## src/rtl/zero_cross.sv

```systemverilog
// Signed-sample zero-crossing detector with hysteresis and post-crossing holdoff.
// Optional macro ZERO_CROSS_HYST_EN: when undefined, HYST is ignored (thresholds at zero).
module zero_cross #(
    parameter int WIDTH   = 16,
    parameter int HYST    = 64,
    parameter int HOLDOFF = 4
) (
    input  logic                    clk,
    input  logic                    clr,
    input  logic signed [WIDTH-1:0] X,
    output logic                    outP,
    output logic                    outN
);

`ifdef ZERO_CROSS_HYST_EN
    localparam bit L_HYST_EN = 1'b1;
`else
    localparam bit L_HYST_EN = 1'b0;
`endif

    localparam logic signed [WIDTH:0] L_HYST_P = L_HYST_EN ? (WIDTH + 1)'(HYST) : '0;
    localparam logic signed [WIDTH:0] L_HYST_N = -L_HYST_P;

    localparam int             CW     = (HOLDOFF > 0) ? $clog2(HOLDOFF + 1) : 1;
    localparam logic [CW-1:0]  L_HOLD = CW'(HOLDOFF);
    localparam logic [CW-1:0]  L_ONE  = CW'(1);
    localparam logic [CW-1:0]  L_ZERO = CW'(0);

    typedef enum logic [1:0] {
        ST_UNK = 2'd0,
        ST_POS = 2'd1,
        ST_NEG = 2'd2
    } state_t;

    state_t                 r_state;
    state_t                 w_state_nxt;
    logic [CW-1:0]          r_cnt;
    logic [CW-1:0]          w_cnt_nxt;
    logic                   r_outp;
    logic                   r_outn;
    logic                   w_outp_nxt;
    logic                   w_outn_nxt;
    logic signed [WIDTH:0]  w_x_ext;
    logic                   w_th_p;
    logic                   w_th_n;

    // Extra sign bit keeps the comparison exact at the most negative sample.
    assign w_x_ext = {X[WIDTH-1], X};
    assign w_th_p  = (w_x_ext > L_HYST_P);
    assign w_th_n  = (w_x_ext < L_HYST_N);

    // State, holdoff counter and pulse registers.
    always_ff @(posedge clk or negedge clr) begin
        if (!clr) begin
            r_state <= ST_UNK;
            r_cnt   <= L_ZERO;
            r_outp  <= 1'b0;
            r_outn  <= 1'b0;
        end else begin
            r_state <= w_state_nxt;
            r_cnt   <= w_cnt_nxt;
            r_outp  <= w_outp_nxt;
            r_outn  <= w_outn_nxt;
        end
    end

    // Next-state logic; a running holdoff freezes polarity so a crossing is only delayed.
    always_comb begin
        w_state_nxt = r_state;
        w_cnt_nxt   = r_cnt;
        w_outp_nxt  = 1'b0;
        w_outn_nxt  = 1'b0;
        if (r_cnt != L_ZERO) begin
            w_cnt_nxt = r_cnt - L_ONE;
        end else begin
            case (r_state)
                ST_UNK: begin
                    if (w_th_p) begin
                        w_state_nxt = ST_POS;
                    end else if (w_th_n) begin
                        w_state_nxt = ST_NEG;
                    end else begin
                        w_state_nxt = ST_UNK;
                    end
                end
                ST_NEG: begin
                    if (w_th_p) begin
                        w_state_nxt = ST_POS;
                        w_outp_nxt  = 1'b1;
                        w_cnt_nxt   = L_HOLD;
                    end else begin
                        w_state_nxt = ST_NEG;
                    end
                end
                ST_POS: begin
                    if (w_th_n) begin
                        w_state_nxt = ST_NEG;
                        w_outn_nxt  = 1'b1;
                        w_cnt_nxt   = L_HOLD;
                    end else begin
                        w_state_nxt = ST_POS;
                    end
                end
                default: begin
                    w_state_nxt = ST_UNK;
                    w_cnt_nxt   = L_ZERO;
                end
            endcase
        end
    end

    assign outP = r_outp;
    assign outN = r_outn;

endmodule

```

## config.mk

```make
export PLATFORM = sky130hd
export DESIGN_NAME = zero_cross
export DESIGN_NICKNAME = d
export VERILOG_FILES = /design/src/rtl/zero_cross.sv
export SDC_FILE = /design/constraint.sdc
export NUM_CORES = 1
export LEC_CHECK = 0
export BUFFER_PORTS_ARGS = -buffer_cell sky130_fd_sc_hd__buf_2
export CORE_AREA = 2 2 39 41
export DETAILED_ROUTE_END_ITERATION = 6
export DIE_AREA = 0 0 41 43
export GPL_TIMING_DRIVEN = 0
export HOLD_SLACK_MARGIN = 0.02
export PLACE_DENSITY = 0.7
export SYNTH_ARGS = -nofsm -noshare
export SYNTH_HDL_FRONTEND = slang
export SYNTH_SLANG_ARGS = --single-unit
```

## constraint.sdc

```tcl
create_clock -name clk -period 1.45 [get_ports clk]
set_input_delay 0.29 -clock clk [delete_from_list [all_inputs] [get_ports clk]]
set_output_delay 0.29 -clock clk [all_outputs]
set_load 0.01 [all_outputs]
```

==> results of run 1 <==
-- through the flow --
stage,setup TNS (ps),std cells
6_report,0,90
3_5_place_dp,-62.61,82
3_3_place_gp,-71.06,82
4_1_cts,0,90
5_1_grt,-56.24,90
2_1_floorplan,-4.708,47
-- sequential cells by signal (all words and copies together) (netlist names) --
name	cells
r_cnt	3
r_state	2
outN	1
outP	1
-- worst max-delay path, cell delays in order, from the launching register on --
cell,delay (ps)
dfrtp_2,400
or3_4,380
or4_1,470
o21ai_1,120
-- area by class of cell --
class	instances	area (um^2)
clock buffer	4	26.28
fill	133	758.2
inverter	4	15.01
multi-input combinational	36	259.0
sequential	7	177.7
tap	16	20.02
timing repair buffer	23	127.6
-- per-layer routing --
metal	vias up	wire, um
li1	235	-
met1	214	454
met2	24	506
met3	3	86
met4	0	7
met5	-	0
-- power groups by stage --
stage / Combinational (mW) / Clock [mW] / Sequential, mW
floorplan: 0.339 / 0 / 0.347
global placement: 0.435 / 0 / 0.360
detailed placement: 0.447 / 0 / 0.363
CTS: 0.547 / 0.180 / 0.324
global route: 0.649 / 0.198 / 0.333
finish: 0.571 / 0.174 / 0.326
-- cells by family after synthesis --
family                     share of synthesized area
AOI/OAI and AO/OA                             0.1596
adders and majority gates                     0.1140
buffers and inverters                        0.03418
and+or+nand+nor                               0.2935
DFF                                           0.3989
-- synth_stat cells, types with 2 or more instances --
cell,instances
dfrtp_1,7
ha_1,4
inv_1,4
nand2_1,4
nor3_1,4
nor4_1,4
nor2_1,3
o21ai_0,2
-- path summary, 6_finish.rpt --
check                           cells past startpoint                endpoint  slack, ps
worst max-delay path                                3  r_state[0]$_DFFE_PN0N_          6
worst min-delay path                                2          outP$_DFF_PN0_        280
worst max register to register                      3  r_state[0]$_DFFE_PN0N_          6
worst min register to register                      2    r_cnt[0]$_DFFE_PN0P_        590
max in group asynchronous                           2    r_cnt[1]$_DFFE_PN0P_        880
min in group asynchronous                           2  r_state[0]$_DFFE_PN0N_        400
-- timing repair --
action | in CTS | in global routing
endpoints found under the setup margin | 1 | 3
resized for setup | 2 | 3
cloned | 0 | 0
endpoints found under the hold margin | 7 | 0
hold buffers | 1 | 0
buffers inserted | 3 | 0
==> impl_metrics.csv, run 1 <==
group,metric,value,unit
grt,wire_length_of_the_first_global_routing_pass,1690,um
pwr,clock_power_share,0.163,
setup_path,critPathCaptureType,"flip-flop",
clock_tree,cts-htree-levels,1,
timing,final.hold.worst_slack,282.0,ps
floorplan,total_die_area,0.001763,mm^2
layout,area_growth,42.45,%
timing,finalSetupViolations,0,
timing,slew_violations,0,
clock_tree,clockBufferDepth,2,
logic_synthesis,syn_avg_cell_area,9.344,um^2
setup_path,critical_path.reg2reg.startpoint,"r_cnt[0]$_DFFE_PN0P_",
logic_synthesis,synthTopCellsByArea,"dfrtp_1 (40%), ha_1 (11%), nor4_1 (5.7%), nor3_1 (4.6%), inv_1 (3.4%)",
floorplan,overall_die_height,43,um
setup_path,critPathLaunch,"r_cnt[0]$_DFFE_PN0P_",
layout,num_antenna_cells,0,
clock_tree,cts.sinks,7,
logic_synthesis,syn-cell-area,439.2,um^2
hold_path,worstHoldPathType,"in2reg",
status,status,"completed",
clock_tree,cts_root_buffer,"clkbuf_4",
routing,detailed_route_vias_per_instance,5.289,
pwr,p_int,658.4,uW
routing,detailedRoute.firstIterationViolations,9,
timing,postLayoutSetupSlackWorst,6.108,ps
floorplan,chipWidth,41,um
floorplan,initial_utilization,0.3174,
hold_path,worst_hold_startpoint,"X[15]",
setup_path,critical_path.startpoint_type,"flip-flop",
timing,finClkSkew,0.3603,ps
place,place.port_buffers,19,
grt,gr-max-usage-layer,"met2",
pwr,power_leakage,0.3035,nW
clock_tree,tritoncts_buffer_count,3,
floorplan,placeableCoreArea,0.001384,mm^2
timing,timing.final.crit_period,1444,ps
layout,fin_area,625.6,um^2
logic_synthesis,synth.distinct_cells,23,
clock_tree,clkLatencyLatePin,250,ps
routing,vias,476,
logic_synthesis,post-synth-top-area-cell,"dfrtp_1",
logic_synthesis,netlist.area_leader.share,0.3989,
clock_tree,worst_setup_hold_path_clk_slew,50,ps
logic_synthesis,synth-seq-cells,7,
routing,first_pass_iters,4,
logic_synthesis,synth_async_sr_flop_share,1.000,
grt,global_route.usage.met1,0.1770,
floorplan,io-pin-count,20,
logic_synthesis,synth.yosys.warnings,0,
layout,final_net_count,97,
grt,grt_max_degree,8,
setup_path,worst-path-max-fanout,4,
routing,detail_route.wirelength,1055,um
routing,ant_nets,0,
grt,first_global_vias,439,
timing,final-hold-violation-count,0,
routing,route.detailed.drc,0,
logic_synthesis,synth_enable_flop_cells,0,
pwr,power_frac_comb,0.533,
layout,final_util,0.4521,
grt,met3_usage,0.06283,
setup_path,worst-endpoint-arrival,1620,ps
grt,antenna_found_initial,0,
pwr,design_power_total,1.072,mW
place,dp_worst_setup_slack,-62.61,ps
timing,setup_repair_after_global_routing_missed_its_margin,"yes",
pwr,vdd_drop_max,646.6,uV
timing,clock.fmax,692.6,MHz
timing,slew_at_the_pin_with_the_worst_max_slew_slack,402.3,ps
place,detailedPlacementHpwl,805.3,um
setup_path,required,1630,ps
pwr,power.sequential.fraction,0.304,
grt,globalRoute.totalOverflow,0,
pwr,netSwitchingFraction,0.3857,
layout,final_cell_mix,"buf_2 (19), dfrtp_1 (5), inv_1 (4), nor4_1 (4), nand2_1 (4)",
pwr,netSwitchingPower,413.3,uW
routing,route.detailed.wl_per_inst,11.72,um
grt,grt.met2_usage,0.2188,
job,drv.max_cap_violation_count,0,
floorplan,core.rowCount,14,
logic_synthesis,synth.yosys.seq_area_share,0.3989,
layout,layout.cells.most_common,"buf_2",
grt,globalRouteTotalUtil,0.1434,
setup_path,timing.setup.critical_path_class,"reg2reg",
timing,worst_slew_margin_rel,0.7298,
layout,fraction_of_layout_cells_with_a_size_suffix_above_1,0.4459,
pwr,powerDensity,1713,mW/mm^2
logic_synthesis,dominantRegCellSynth,"dfrtp_1",
logic_synthesis,synthesis.instances,47,
clock_tree,tritoncts,"done",
timing,timing.final.crit_share,0.9958,
place,gpl.final_weighted_congestion,0.7673,
logic_synthesis,synth_nets,69,
place,placed_area,554.3,um^2
Power figures use the tool's default switching activity.
==> inputs of run 2 (changes only) <==
REMOVE_ABC_BUFFERS = 1   (was not set)
==> impl_metrics.csv, run 2 (synthesis results as in run 1) <==
group,metric,value,unit
status,status,"finished, violations left",
status,violations,"setup timing",
clock_tree,cts-htree-levels,1,
setup_path,r2r_setup_slack,-0.8,ps
setup_path,critical_path.reg2reg.startpoint,"r_cnt[1]$_DFFE_PN0P_",
routing,detail_route.wirelength,971,um
layout,top_register,"r_cnt",
routing,routed_length_on_met1,382,um
pwr,power_leakage,0.3066,nW
hold_path,hold_path_depth,2,
place,detailedPlacementHpwl,742.8,um
setup_path,reg2reg_depth,3,
layout,fraction_of_layout_cells_with_a_size_suffix_above_1,0.4189,
layout,num_antenna_cells,0,
routing,met2RoutedLength,483,um
timing,setup_repair_after_global_routing_missed_its_margin,"yes",
timing,final-hold-violation-count,0,
routing,highest_layer,"met3",
place,dpl.cell_count,82,
grt,globalRouteTotalUtil,0.1443,
routing,first_pass_iters,4,
layout,fin_area,620.6,um^2
layout,layout.cells.most_common,"buf_2",
layout,largest_registers,"r_cnt (3), r_state (2)",
floorplan,initial_utilization,0.3174,
setup_path,required,1630,ps
routing,detailedRoute.firstIterationViolations,7,
routing,route.detailed.drc,0,
floorplan,total_die_area,0.001763,mm^2
hold_path,worst_hold_startpoint,"X[15]",
clock_tree,clkLatencyLatePin,250,ps
timing,finClkSkew,6.491,ps
setup_path,timing.setup.critical_path_class,"reg2reg",
setup_path,critical_path.startpoint_type,"flip-flop",
hold_path,worstHoldPathType,"in2reg",
setup_path,critPathCaptureType,"flip-flop",
floorplan,core.rowCount,14,
grt,first_global_vias,443,
place,placed_area,554.3,um^2
clock_tree,tritoncts_buffer_count,3,
clock_tree,clockBufferDepth,2,
clock_tree,worst_setup_hold_path_clk_slew,50,ps
job,drv.max_cap_violation_count,0,
pwr,vdd_drop_max,854.6,uV
grt,grt_max_degree,8,
routing,detailed_route_vias_per_instance,5.178,
timing,finalSetupViolations,1,
layout,final_cell_mix,"buf_2 (19), dfrtp_1 (5)",
place,place.port_buffers,19,
setup_path,timing.rr.end,"r_state[0]$_DFFE_PN0N_",
routing,vias,466,
floorplan,chipWidth,41,um
grt,globalRoute.totalOverflow,0,
layout,largest_reg_flops,3,
timing,clock.fmax,689.3,MHz
layout,fillers,132,
timing,postLayoutSetupSlackWorst,-0.8241,ps
setup_path,worst-endpoint-arrival,1630,ps
routing,route.detailed.wl_per_inst,10.79,um
floorplan,placeableCoreArea,0.001384,mm^2
clock_tree,cts_root_buffer,"clkbuf_4",
clock_tree,tritoncts,"done",
timing,timing.final.crit_share,1.001,
routing,ant_nets,0,
place,gpl.final_weighted_congestion,0.7661,
layout,final_net_count,97,
timing,slew_at_the_pin_with_the_worst_max_slew_slack,386.0,ps
grt,antenna_found_initial,0,
layout,stdcell_count,90,
layout,area_growth,41.31,%
pwr,powerDensity,1690,mW/mm^2
setup_path,worst-path-max-fanout,4,
clock_tree,cts.sinks,7,
grt,wire_length_of_the_first_global_routing_pass,1725,um
place,dp_worst_setup_slack,-77.46,ps
floorplan,io-pin-count,20,
timing,timing.final.crit_period,1451,ps
timing,slew_violations,0,
pwr,design_power_total,1.049,mW
hold_path,hold_worst_path_end,"outP$_DFF_PN0_",
routing,met3WireLength,106,um
floorplan,overall_die_height,43,um
timing,worst_slew_margin_rel,0.7407,
==> run 2: repair_timing <==
| action | 4_1_cts | 5_1_grt |
|---|---|---|
| endpoints found under the setup margin | 1 | 2 |
| endpoints found under the hold margin | 7 | 0 |
| setup buffers | 3 | 0 |
| hold buffers | 1 | 0 |
| gates cloned | 0 | 0 |
| gates resized for setup | 2 | 1 |
==> run 2: worst max path at each step <==
stage / startpoint / to / slack (ps) / depth (start not counted)
2_1_floorplan: r_cnt[1]$_DFFE_PN0P_ / r_state[0]$_DFFE_PN0N_ / -20 / 3
3_3_place_gp: r_cnt[1]$_DFFE_PN0P_ / r_state[0]$_DFFE_PN0N_ / -90 / 3
3_5_place_dp: r_cnt[1]$_DFFE_PN0P_ / r_state[0]$_DFFE_PN0N_ / -80 / 3
4_1_cts: r_cnt[0]$_DFFE_PN0P_ / r_state[0]$_DFFE_PN0N_ / 0.6 / 3
5_1_grt: r_state[0]$_DFFE_PN0N_ / r_state[0]$_DFFE_PN0N_ / -70 / 5
6_report: r_cnt[1]$_DFFE_PN0P_ / r_state[0]$_DFFE_PN0N_ / -0.8 / 3
==> run 2: critical path, stage by stage, from the launching register on <==
cell     delay, ps
dfrtp_2        390
or3_4          400
or4_1          470
o21ai_1        130
==> run 2: per-layer routing <==
layer | track usage | vias to the layer above
met5 | 0 | -
met4 | 0.04667 | 0
met3 | 0.07853 | 0
met2 | 0.2031 | 28
met1 | 0.1830 | 205
li1 | - | 233
==> run 2: power by group <==
part / total (mW) / switching, mW / internal, mW / leakage, nW
logic: 0.555 / 0.279 / 0.276 / 0.202
clock network: 0.172 / 0.0669 / 0.105 / 0.0150
registers: 0.322 / 0.0500 / 0.272 / 0.0894
==> run 2: layout make-up <==
| class | instances | area, um^2 | area share |
|---|---|---|---|
| Multi-Input combinational cell | 36 | 254.0 | 0.4093 |
| Inverter | 4 | 15.01 | 0.02419 |
| Clock buffer | 4 | 26.28 | 0.04234 |
| Timing Repair Buffer | 23 | 127.6 | 0.2056 |
| Tap cell | 16 | 20.02 | 0.03226 |
| Sequential cell | 7 | 177.7 | 0.2863 |
==> run 2: metrics by stage <==
stage               TNS (ps)  hold slack (ps)    util
floorplan             -19.21           -5.591       -
global placement      -86.07            125.4  0.4005
detailed placement    -77.46            130.2  0.4005
CTS                        0            273.1  0.4448
global route          -73.18            291.2  0.4485
finish               -0.8241            286.0  0.4485
